### config.mk
export PLATFORM = sky130hd
export DESIGN_NAME = video_timing_gen
export DESIGN_NICKNAME = d
export VERILOG_FILES = /design/src/rtl/video_timing_pkg.sv /design/src/rtl/vtg_axis_counter.sv /design/src/rtl/video_timing_gen.sv
export SDC_FILE = /design/constraint.sdc
export NUM_CORES = 1
export LEC_CHECK = 0
export CELL_PAD_IN_SITES_DETAIL_PLACEMENT = 0
export CELL_PAD_IN_SITES_GLOBAL_PLACEMENT = 1
export CORE_UTILIZATION = 38
export CTS_BUF_LIST = sky130_fd_sc_hd__clkbuf_16
export DETAILED_ROUTE_END_ITERATION = 10
export PLACE_DENSITY = 0.73
export SYNTH_ARGS = -nofsm -noshare
export SYNTH_HDL_FRONTEND = slang
export SYNTH_SLANG_ARGS = --single-unit
### constraint.sdc
create_clock -name pixel_clk -period 2.15 [get_ports pixel_clk]
set_input_delay 0.43 -clock pixel_clk [delete_from_list [all_inputs] [get_ports pixel_clk]]
set_output_delay 0.43 -clock pixel_clk [all_outputs]
set_load 0.02 [all_outputs]
### src/rtl/video_timing_pkg.sv
// Shared raster timing constants and helpers for the VGA timing generator.
// Defaults describe 640x480@60 with a 25.175 MHz pixel clock.
package video_timing_pkg;

    localparam int unsigned H_ACTIVE_DEF = 640;
    localparam int unsigned H_FP_DEF     = 16;
    localparam int unsigned H_SYNC_DEF   = 96;
    localparam int unsigned H_BP_DEF     = 48;
    localparam int unsigned V_ACTIVE_DEF = 480;
    localparam int unsigned V_FP_DEF     = 10;
    localparam int unsigned V_SYNC_DEF   = 2;
    localparam int unsigned V_BP_DEF     = 33;

    function automatic int unsigned h_total(input int unsigned active, input int unsigned fp,
                                            input int unsigned sync, input int unsigned bp);
        return active + fp + sync + bp;
    endfunction

    function automatic int unsigned v_total(input int unsigned active, input int unsigned fp,
                                            input int unsigned sync, input int unsigned bp);
        return active + fp + sync + bp;
    endfunction

    // Bits needed to hold values 0..v-1.
    function automatic int unsigned vtg_clog2(input int unsigned v);
        int unsigned r;
        r = 0;
        while (r < 31 && (32'd1 << r) < v) r++;
        return r;
    endfunction

endpackage

### src/rtl/vtg_axis_counter.sv
// Wrapping position counter for one raster axis with increment, clear and wrap-out.
module vtg_axis_counter #(
    parameter int unsigned Width = 10,
    parameter int unsigned Max   = 799
) (
    input  logic             clk_i,
    input  logic             rst_ni,
    input  logic             inc_i,
    input  logic             clr_i,
    output logic [Width-1:0] cnt_o,
    output logic             wrap_o
);

    logic [Width-1:0] cnt_d, cnt_q;
    logic             at_max;

    assign at_max = (cnt_q == Width'(Max));
    assign wrap_o = inc_i & at_max;
    assign cnt_o  = cnt_q;

    // Clear wins over increment so a restart also cancels a pending wrap.
    always_comb begin
        cnt_d = cnt_q;
        if (clr_i) begin
            cnt_d = '0;
        end else if (inc_i) begin
            cnt_d = at_max ? '0 : cnt_q + 1'b1;
        end
    end

    always_ff @(posedge clk_i or negedge rst_ni) begin
        if (!rst_ni) begin
            cnt_q <= '0;
        end else begin
            cnt_q <= cnt_d;
        end
    end

endmodule

### src/rtl/video_timing_gen.sv
// Raster timing generator: counters plus a registered output stage that lags them by one
// ce-qualified edge, so every output describes the same pixel.
module video_timing_gen
    import video_timing_pkg::*;
#(
    parameter int unsigned H_ACTIVE = H_ACTIVE_DEF,
    parameter int unsigned H_FP     = H_FP_DEF,
    parameter int unsigned H_SYNC   = H_SYNC_DEF,
    parameter int unsigned H_BP     = H_BP_DEF,
    parameter int unsigned V_ACTIVE = V_ACTIVE_DEF,
    parameter int unsigned V_FP     = V_FP_DEF,
    parameter int unsigned V_SYNC   = V_SYNC_DEF,
    parameter int unsigned V_BP     = V_BP_DEF,
    parameter bit          HS_POL   = 1'b0,
    parameter bit          VS_POL   = 1'b0,
    parameter int unsigned CNT_W    = 10,
    parameter int unsigned FCNT_W   = 8
) (
    input  logic              pixel_clk,
    input  logic              reset_n,
    input  logic              ce,
    input  logic              restart,
    output logic [CNT_W-1:0]  h_pos,
    output logic [CNT_W-1:0]  v_pos,
    output logic              de,
    output logic              hsync,
    output logic              vsync,
    output logic              sol,
    output logic              sof,
    output logic [FCNT_W-1:0] frame_cnt
);

    localparam int unsigned H_TOTAL = h_total(H_ACTIVE, H_FP, H_SYNC, H_BP);
    localparam int unsigned V_TOTAL = v_total(V_ACTIVE, V_FP, V_SYNC, V_BP);

    if (vtg_clog2(H_TOTAL) > CNT_W || vtg_clog2(V_TOTAL) > CNT_W) begin : g_cnt_w_check
        $error("CNT_W too narrow for H_TOTAL-1 or V_TOTAL-1");
    end

    logic [CNT_W-1:0] hc, vc;
    logic             h_wrap, v_wrap;

    vtg_axis_counter #(
        .Width (CNT_W),
        .Max   (H_TOTAL - 1)
    ) u_h_cnt (
        .clk_i  (pixel_clk),
        .rst_ni (reset_n),
        .inc_i  (ce),
        .clr_i  (restart),
        .cnt_o  (hc),
        .wrap_o (h_wrap)
    );

    vtg_axis_counter #(
        .Width (CNT_W),
        .Max   (V_TOTAL - 1)
    ) u_v_cnt (
        .clk_i  (pixel_clk),
        .rst_ni (reset_n),
        .inc_i  (h_wrap),
        .clr_i  (restart),
        .cnt_o  (vc),
        .wrap_o (v_wrap)
    );

    logic h_act, v_act, h_in_sync, v_in_sync;

    assign h_act     = 32'(hc) < H_ACTIVE;
    assign v_act     = 32'(vc) < V_ACTIVE;
    assign h_in_sync = (32'(hc) >= H_ACTIVE + H_FP) && (32'(hc) < H_ACTIVE + H_FP + H_SYNC);
    assign v_in_sync = (32'(vc) >= V_ACTIVE + V_FP) && (32'(vc) < V_ACTIVE + V_FP + V_SYNC);

    logic [CNT_W-1:0]  h_pos_d, h_pos_q, v_pos_d, v_pos_q;
    logic              de_d, de_q, hsync_d, hsync_q, vsync_d, vsync_q;
    logic              sol_d, sol_q, sof_d, sof_q;
    logic [FCNT_W-1:0] frame_cnt_d, frame_cnt_q;

    always_comb begin
        h_pos_d     = h_pos_q;
        v_pos_d     = v_pos_q;
        de_d        = de_q;
        hsync_d     = hsync_q;
        vsync_d     = vsync_q;
        sol_d       = 1'b0;
        sof_d       = 1'b0;
        frame_cnt_d = frame_cnt_q;
        if (ce) begin
            h_pos_d = hc;
            v_pos_d = vc;
            de_d    = h_act & v_act;
            hsync_d = h_in_sync ? HS_POL : ~HS_POL;
            vsync_d = v_in_sync ? VS_POL : ~VS_POL;
            sol_d   = (hc == '0);
            sof_d   = (hc == '0) && (vc == '0);
        end
        // Counts on the edge that emits the last pixel of a frame; restart suppresses it.
        if (v_wrap && !restart) begin
            frame_cnt_d = frame_cnt_q + FCNT_W'(1);
        end
    end

    always_ff @(posedge pixel_clk or negedge reset_n) begin
        if (!reset_n) begin
            h_pos_q     <= '0;
            v_pos_q     <= '0;
            de_q        <= 1'b0;
            hsync_q     <= ~HS_POL;
            vsync_q     <= ~VS_POL;
            sol_q       <= 1'b0;
            sof_q       <= 1'b0;
            frame_cnt_q <= '0;
        end else begin
            h_pos_q     <= h_pos_d;
            v_pos_q     <= v_pos_d;
            de_q        <= de_d;
            hsync_q     <= hsync_d;
            vsync_q     <= vsync_d;
            sol_q       <= sol_d;
            sof_q       <= sof_d;
            frame_cnt_q <= frame_cnt_d;
        end
    end

    assign h_pos     = h_pos_q;
    assign v_pos     = v_pos_q;
    assign de        = de_q;
    assign hsync     = hsync_q;
    assign vsync     = vsync_q;
    assign sol       = sol_q;
    assign sof       = sof_q;
    assign frame_cnt = frame_cnt_q;

endmodule

# After elaboration in Yosys (flattened, before gate mapping)
# Index checks and enable logic that the tools add are counted.
[op_classes]
bitwise = 3
n_eq_ne = 2
n_addsub = 3
n_mux = 10
n_lt_le_gt_ge = 6
reduce_logical = 9
[ops]
columns = ["op", "count"]
rows = [
  ["10-bit 2-to-1 mux", 6],
  ["10-bit by 1-bit adder with 10-bit output (second input constant)", 2],
  ["10-bit == test (second input constant)", 2],
  ["10-bit zero test", 2],
  ["10-bit less-than comparator (second input constant)", 2],
  ["10-bit by 9-bit less-than comparator with 1-bit output (second input constant)", 2],
  ["10-bit >= comparator (second input constant)", 1],
  ["10-bit by 9-bit >= comparator with 1-bit output (second input constant)", 1],
  ["8-bit by 1-bit adder with 8-bit output (second input constant)", 1],
  ["1-bit logical AND", 4],
  ["1-bit 2-to-1 mux", 4],
  ["2-bit nonzero test", 2],
  ["1-bit AND", 3],
  ["1-bit zero test", 1],
]
[totals]
output_inout_bits = 33
input_bits = 4
ff_bits = 53
word_cells = 43

# Depth between registers and ports, before layout
# Gate-level depths: netlist of the first run.
[logic_depth]
word_depth = 4
ltp_mapped = 7
mapped_depth_nobuf = 6

# Hierarchy
# Synthesis of the first run repeated with hierarchy kept, for this count alone.
[hier_totals]
cells_unflattened = 226
hier_area_um2 = 2504.9
[by_module_without_submodules]
columns = ["mod", "cells_each", "seq_area_each_um2", "n_inst", "area_each_um2"]
rows = [
  ["video_timing_gen", 98, 828.3, 1, 1345.0],
  ["vtg_axis_counter (u_v_cnt)", 65, 250.2, 1, 604.3],
  ["vtg_axis_counter (u_h_cnt)", 63, 250.2, 1, 555.5],
]

# Least setup slack after synthesis of the first run
# No wires, ideal clock.
[synth_timing]
path_type = "reg-to-reg"
from = "register u_v_cnt.cnt_q[0] (netlist: u_v_cnt.cnt_o[0])"
to = "register frame_cnt_q[1] (netlist: frame_cnt[1])"
arrival_ns = 1.926
setup_time_ns = 0.125
path_buffers = 0
period_less_slack_ns = 2.051
required_ns = 2.025
path_stages_with_launch = 7
setup_slack_ns = 0.099
cell_sequence = "dfrtp_1 > inv_1 > ha_1 > nor4b_1 > nand3_1 > nor2_1 > mux2_2"
[synth_between]
elab_chain_cells = 3
[synth_lines]
columns = ["element", "line", "rtl"]
rows = [
  ["start, declared", "vtg_axis_counter.sv:14", "logic [Width-1:0] cnt_d, cnt_q;"],
  ["start signal, assigned", "vtg_axis_counter.sv:35", "cnt_q <= cnt_d;"],
  ["10-bit == test", "vtg_axis_counter.sv:17", "assign at_max = (cnt_q == Width'(Max));"],
  ["1-bit AND", "vtg_axis_counter.sv:18", "assign wrap_o = inc_i & at_max;"],
  ["1-bit logical AND", "video_timing_gen.sv:98", "if (v_wrap && !restart) begin"],
  ["end signal, assigned", "video_timing_gen.sv:121", "frame_cnt_q <= frame_cnt_d;"],
  ["end, declared", "video_timing_gen.sv:77", "logic [FCNT_W-1:0] frame_cnt_d, frame_cnt_q;"],
]
# No other way between the ends.
# A chain may end at the register's enable or synchronous reset.

# Worst setup path after layout of the first run
[layout_timing]
from = "register u_h_cnt.cnt_q[1] (netlist: u_h_cnt.cnt_o[1])"
to = "register u_v_cnt.cnt_q[8] (netlist: u_v_cnt.cnt_o[8])"
[layout_between]
elab_chain_cells = 3
[layout_lines]
columns = ["element", "line"]
rows = [
  ["start, declared", "vtg_axis_counter.sv:14"],
  ["start signal, assigned", "vtg_axis_counter.sv:35"],
  ["10-bit == test", "vtg_axis_counter.sv:17"],
  ["1-bit AND", "vtg_axis_counter.sv:18"],
  ["2-bit nonzero test (no source line)", "-"],
]
# No other way between the ends.

==> metrics.txt, run 1 <==
Slew Viols, Final 0; initial antenna violation count 0; Starting Density a little under 40%; Clk Latency, worst-skew pair approximately 290 ps; Hold/Removal Path Class primary input to asynchronous set/reset pin; number of I/O pins 37; Final ANT Viol Nets 0; first-pass GRT wire length 9530 µm; CTS max path bufs 2; part of the power in the clock network a little under two fifths; Int Pwr 1580 µW; CTS tree built; fin crit share 93.5%; Primary FF master, synth dfrtp_1; Final Hold Viols 0; cells after synthesis 225; total global routing overflow 0; leakage 0.00143 µW; Setup WS pre-CTS -169 ps; number of remaining DRC errors 0; Non-Filler Instances between 300 and 400; clock skew 3.46 ps; worst reg2reg path endpoint u_v_cnt.cnt_o[8]; Comb power frac a little under an eighth; number of global-route vias before repair between 1500 and 2000; die area approximately 7000 µm²; Seq/Total Area, Yosys between 50% and 60%; cell total after placement 352; synth unique cells 44; Root Driver clkbuf_16; share of power burned in registers 50.8%; drt wl/cell 15.6 µm; Post-Route Utilization 51.1%; worst hold margin 109 ps; NetSw 530 µW; RSZ-0062 raised after global routing no; Port Buf Inserts 36; Setup WS post-layout 141 ps; total number of vias 1936; Setup crit end u_v_cnt.cnt_o[8]; DIE HEIGHT 83.4 µm; Slew @ Worst Pin 529 ps; Sw Ratio 25.1%; relative slew slack 64.7%; area growth from synthesis to layout 29.7%; Max Fanout on Critical Path 8; Resized cells post-CTS 0; CP arrival 2230 ps; CTS Hold Buffers Added 0; Final Setup Violations 0; Post-layout nets about 290; Tmin final 2010 ps; EDFF count, synth 0; Die W about 83 µm; first drt pass iteration count 4; placement row count 29; FFs w/ async S/R, synth 100%; crit path launch u_h_cnt.cnt_o[1]; mean post-synth cell area 11.2 µm²; Worst Reg-to-Reg Cells 5; Worst-path clk slew approximately 70 ps; Post-CTS Setup Inserts 0; PnR Total Power 2110 µW; GRT Total Usage roughly 17%; gpl congestion 0.831; Detailed Place HPWL approximately 3900 µm; Max Clock Freq about 0.5 GHz; Post-Syn Area 2520 µm²; drt total wl ~5600 µm; RR Startpoint u_h_cnt.cnt_o[1]; status finished, final reports clean; max-cap violations 0; Core ar. 6390 µm²; largest net degree at the start of global routing 33; syn_nets 234; layout cells sized above 1 approximately 22%; Crit Path Category flop to flop; Avg Vias per Cell roughly 5.4; Num CTS Buffers 5; CTS H-tree depth 2; PD cells about 650 nW/µm²; FF-to-FF setup slack 140 ps; DR iter-0 viols 118; Clock Sinks 53; crit start category flop; worst vdd ir around 0.33 mV; Crit. End Element flop; required time of the worst setup path 2370 ps; synth warn 0; #FFs+latches synth 53; Antenna diodes 0
flip-flops by register name, indices dropped and copies added, names as in the netlist:
| register | flops |
|---|---|
| hsync | 1 |
| frame_cnt | 8 |
| h_pos | 10 |
| u_h_cnt.cnt_o | 10 |
| sof | 1 |
| vsync | 1 |
| u_v_cnt.cnt_o | 10 |
| v_pos | 10 |
| sol | 1 |
| de | 1 |
final cells by class:
type | instances | area, µm²
fill | 589 | 3120
sequential | 53 | 1330
multi-input combinational | 149 | 1090
timing repair buffer | 62 | 563
clock buffer | 5 | 125
tap | 77 | 96.3
inverter | 11 | 41.3
clock inverter | 3 | 17.5
per-stage QoR:
stage | setup TNS (ps) | instance area (µm²)
2_1_floorplan | 0 | 2520
5_1_grt | 0 | 3260
4_1_cts | 0 | 3260
3_3_place_gp | -731 | 3120
6_report | 0 | 3260
3_5_place_dp | -850 | 3120
synth_stat cells, drive strengths merged (2+ instances only):
cell      n  share of area [%]
dfrtp    51                 51
mux2     21                9.4
nand3    12                2.4
inv      11                1.6
nand2    11                1.6
nor2     11                1.6
xor2     10                3.5
nor4      9                2.2
a21oi     8                1.6
o21ai     8                1.6
clkbuf    7                1.0
nor3      6                1.2
or3       6                1.5
buf       5                1.4
ha        5                2.5
o31ai     5                1.5
nand4     4               0.99
o211ai    3               0.89
xnor2     3                1.0
a31oi     2               0.50
a32oi     2               0.70
and3      2               0.50
and4b     2               0.80
dfstp     2                2.1
nand4bb   2                1.5
o2111ai   2               0.70
worst min-delay path by stage:
stage / start / to / slack (ps) / depth (start not counted)
after floorplan: reset_n / de / 130 / 0
after global placement: reset_n / frame_cnt[2] / 430 / 1
after detailed placement: reset_n / frame_cnt[2] / 450 / 1
after CTS: reset_n / frame_cnt[2] / 130 / 1
after global routing: reset_n / frame_cnt[1] / 150 / 1
final: reset_n / frame_cnt[2] / 110 / 1
cells by family after synthesis:
family	count (synthesis)	share of synthesized area (%)
compound gates	36	9.44
simple gates	74	17.3
mux	21	9.39
flops	53	52.8
buf+inv	23	4.08
fa+ha+maj	5	2.49
xor+xnor	13	4.52
critical path, stage by stage (launching register included):
cell	delay, ps
dfrtp_1	410
ha_1	220
nand4_1	140
or4_4	500
or4b_1	540
a21oi_1	140
power groups by stage:
stage	combinational [µW]	sequential, µW	clock [µW]
floorplan	95.6	1110	0
global placement	244	1090	0
detailed placement	247	1090	0
CTS	249	1070	809
global route	270	1080	853
finish	247	1070	790
placed cells by master (no fill, tap or decap), drive strengths merged, types with 2 or more instances in the layout:
| cell | instances |
|---|---|
| a21oi | 8 |
| a31oi | 2 |
| a32oi | 2 |
| and3 | 2 |
| and4b | 2 |
| buf | 27 |
| clkbuf | 5 |
| clkdlybuf4s50 | 35 |
| clkinv | 2 |
| dfrtp | 51 |
| dfstp | 2 |
| ha | 5 |
| inv | 11 |
| mux2 | 21 |
| nand2 | 11 |
| nand3 | 12 |
| nand4 | 4 |
| nand4bb | 2 |
| nor2 | 11 |
| nor3 | 6 |
| nor4 | 9 |
| o2111ai | 2 |
| o211ai | 3 |
| o21ai | 8 |
| o31ai | 5 |
| or3 | 6 |
| xnor2 | 3 |
| xor2 | 10 |
per-layer routing:
layer | up-vias | wire length [µm] | track usage, % | part of all wire, %
met2 | 44 | 2470 | 24.4 | 44
met5 | - | 0 | 0 | 0
met3 | 8 | 209 | 3.48 | 3.7
li1 | 941 | - | - | -
met1 | 943 | 2850 | 26.2 | 51
met4 | 0 | 74 | 5.17 | 1.3
(Power assumes the default switching activity.)
==> run 2: changes to the inputs <==
--- a/config.mk
+++ b/config.mk
@@ -7,10 +7,10 @@
 export LEC_CHECK = 0
 export CELL_PAD_IN_SITES_DETAIL_PLACEMENT = 0
 export CELL_PAD_IN_SITES_GLOBAL_PLACEMENT = 1
-export CORE_UTILIZATION = 38
+export CORE_UTILIZATION = 42
 export CTS_BUF_LIST = sky130_fd_sc_hd__clkbuf_16
 export DETAILED_ROUTE_END_ITERATION = 10
-export PLACE_DENSITY = 0.73
+export PLACE_DENSITY = 0.76
 export SYNTH_ARGS = -nofsm -noshare
 export SYNTH_HDL_FRONTEND = slang
 export SYNTH_SLANG_ARGS = --single-unit
==> constraint.sdc (replaced) <==
create_clock -name pixel_clk -period 2.25 [get_ports pixel_clk]
set_input_delay 0.45 -clock pixel_clk [delete_from_list [all_inputs] [get_ports pixel_clk]]
set_output_delay 0.45 -clock pixel_clk [all_outputs]
set_load 0.02 [all_outputs]
==> run 2 against run 1 <==
Effect of this change: combinational power decreased by 13%; clock-buffer cell count unchanged; critical path type unchanged; highest routed layer unchanged; critical endpoint unchanged; setup slack improved by 12 ps.
==> metrics.txt, run 2 (same netlist as run 1, synthesis figures left out) <==
Final Hold Viols 0 (unchanged); CTS tree built; Comb power frac 10.2% (-1.5 points); fin crit share 93.2% (-0.25 points); most frequent cells in the layout 51 x dfrtp_1, 35 x clkdlybuf4s50_1, 21 x mux2_2, 19 x buf_4, 12 x nand3_1; crit path buf inv count 0 (unchanged); drt wl/cell 15.0 µm (-3.4%); Critical-path top delay cell or4_4; required time of the worst setup path 2460 ps (+90 ps); Non-Filler Instances 348 (-3.3%); status finished, final reports clean; Starting Density 44.6% (+5.2 points); Clk Latency, worst-skew pair 290 ps (about the same); Setup WS pre-CTS -107 ps (+62.1 ps); crit start category flop; CTS max path bufs 2 (unchanged); Crit. End Element flop; cell total after placement 340 (-3.4%); die area 6310 µm² (-9.3%); Post-layout nets 284 (-2.4%); Worst-path clk slew 70 ps (about the same); number of remaining DRC errors 0 (unchanged); Final Setup Violations 0 (unchanged); Max Fanout on Critical Path 10 (+2); total global routing overflow 0 (unchanged); first-pass GRT wire length 8930 µm (-6.3%); CP top delay family simple AND/OR/NAND/NOR gates; PD cells 652 nW/µm² (+0.90%); placement row count 27 (-6.9%); GRT Total Usage 18.5% (+1.4 points); largest net degree at the start of global routing 54 (+64%); worst reg2reg path endpoint u_v_cnt.cnt_o[8]; CP arrival 2310 ps (+80 ps); PnR Total Power 2100 µW (-0.57%); Worst Reg-to-Reg Cells 5 (unchanged); number of global-route vias before repair 1754 (-5.2%); max-cap violations 0 (unchanged); DIE HEIGHT 79.4 µm (-4.8%); worst vdd ir 0.356 mV (+8.8%); Die W 79.4 µm (-4.8%); Setup WS post-layout 153 ps (+12.1 ps); FF-to-FF setup slack 150 ps (about the same); Detailed Place HPWL 3640 µm (-6.8%); Tmin final 2100 ps (+87.9 ps); clock skew 9.33 ps (+5.86 ps); initial antenna violation count 0 (unchanged); Sw Ratio 23.1% (-2.1 points); NetSw 484 µW (-8.7%); Final ANT Viol Nets 0 (unchanged); Num CTS Buffers 5 (unchanged); Antenna diodes 0 (unchanged); Post-CTS Setup Inserts 0 (unchanged); Max Clock Freq 0.477 GHz (-4.2%); gpl congestion 0.839 (+0.95%); Slew @ Worst Pin 663 ps (+134 ps); total number of vias 1859 (-4.0%); Int Pwr 1610 µW (+2.2%); Slew Viols, Final 0 (unchanged); leakage 0.00141 µW (-2.0%); relative slew slack 55.8% (-8.9 points); number of I/O pins 37 (unchanged); setup_tns 0 ps (unchanged); CTS Hold Buffers Added 0 (unchanged); delay of the slowest critical-path stage 530 ps (about the same); drt total wl 5230 µm (-6.6%); Clock Sinks 53 (unchanged); layout cells sized above 1 19.9% (-2.3 points); Root Driver clkbuf_16; Hold/Removal Path Class primary input to asynchronous set/reset pin; commonest non-fill, non-tap cell in the layout dfrtp_1; area growth from synthesis to layout 27.8%; crit-path cells ha_1 -> nand4_1 -> or4_4 -> or4b_1 -> a21oi_1; first drt pass iteration count 4 (unchanged); part of the power in the clock network 40.7% (+3.2 points); Core ar. 5640 µm² (-12%); Port Buf Inserts 36 (unchanged); CTS H-tree depth 2 (unchanged); Post-Route Utilization 57.0% (+5.9 points); RR Startpoint u_h_cnt.cnt_o[1]; RSZ-0062 raised after global routing no; Avg Vias per Cell 5.34 (-0.67%); Resized cells post-CTS 0 (unchanged); Crit Path Category flop to flop; share of power burned in registers 49.1% (-1.7 points); DR iter-0 viols 133 (+13%)
-- run 2: cell count changes in the layout (fill, tap and decap cells not counted), sizes merged --
cell / delta
buf: -7
clkinv: -1
bufinv: +1
-- run 2: worst max path at each step --
stage                                start          endpoint  slack (ps)  depth (start not counted)
after floorplan           u_v_cnt.cnt_o[0]      frame_cnt[1]         200                          6
after global placement                  ce  u_v_cnt.cnt_o[8]         -70                          5
after detailed placement                ce  u_v_cnt.cnt_o[8]        -110                          5
after CTS                 u_v_cnt.cnt_o[0]      frame_cnt[1]         130                          6
after global routing      u_h_cnt.cnt_o[1]  u_v_cnt.cnt_o[8]           8                          5
final                     u_h_cnt.cnt_o[1]  u_v_cnt.cnt_o[8]         150                          5
-- run 2: per-stage QoR --
stage / cell area (µm²) / hold WS (ps)
6_report: 3220 / 278
3_5_place_dp: 3040 / 462
3_3_place_gp: 3040 / 456
4_1_cts: 3210 / 310
2_1_floorplan: 2520 / 154
5_1_grt: 3220 / 347
-- run 2: power groups by stage --
stage          Sequential (µW)  Clock [µW]  Combinational (µW)
2_1_floorplan             1060           0                91.4
3_3_place_gp              1050           0                 216
3_5_place_dp              1050           0                 217
4_1_cts                   1030         873                 218
5_1_grt                   1040         923                 239
6_report                  1030         853                 215
-- run 2: layout make-up --
class	instances	area, µm²
timing repair buffer	55	498
sequential	53	1330
inverter	11	41.3
clock inverter	3	41.3
tap	72	90.1
multi-input combinational	149	1090
clock buffer	5	125
fill	491	2420
-- run 2: layer usage --
metal  share of wire [%]  wire [µm]  global-route usage [%]
met1                  54       2810                    29.5
met2                  42       2200                    25.4
met3                 3.2        166                    3.09
met4                 1.0         54                    5.45
met5                   0          0                       0
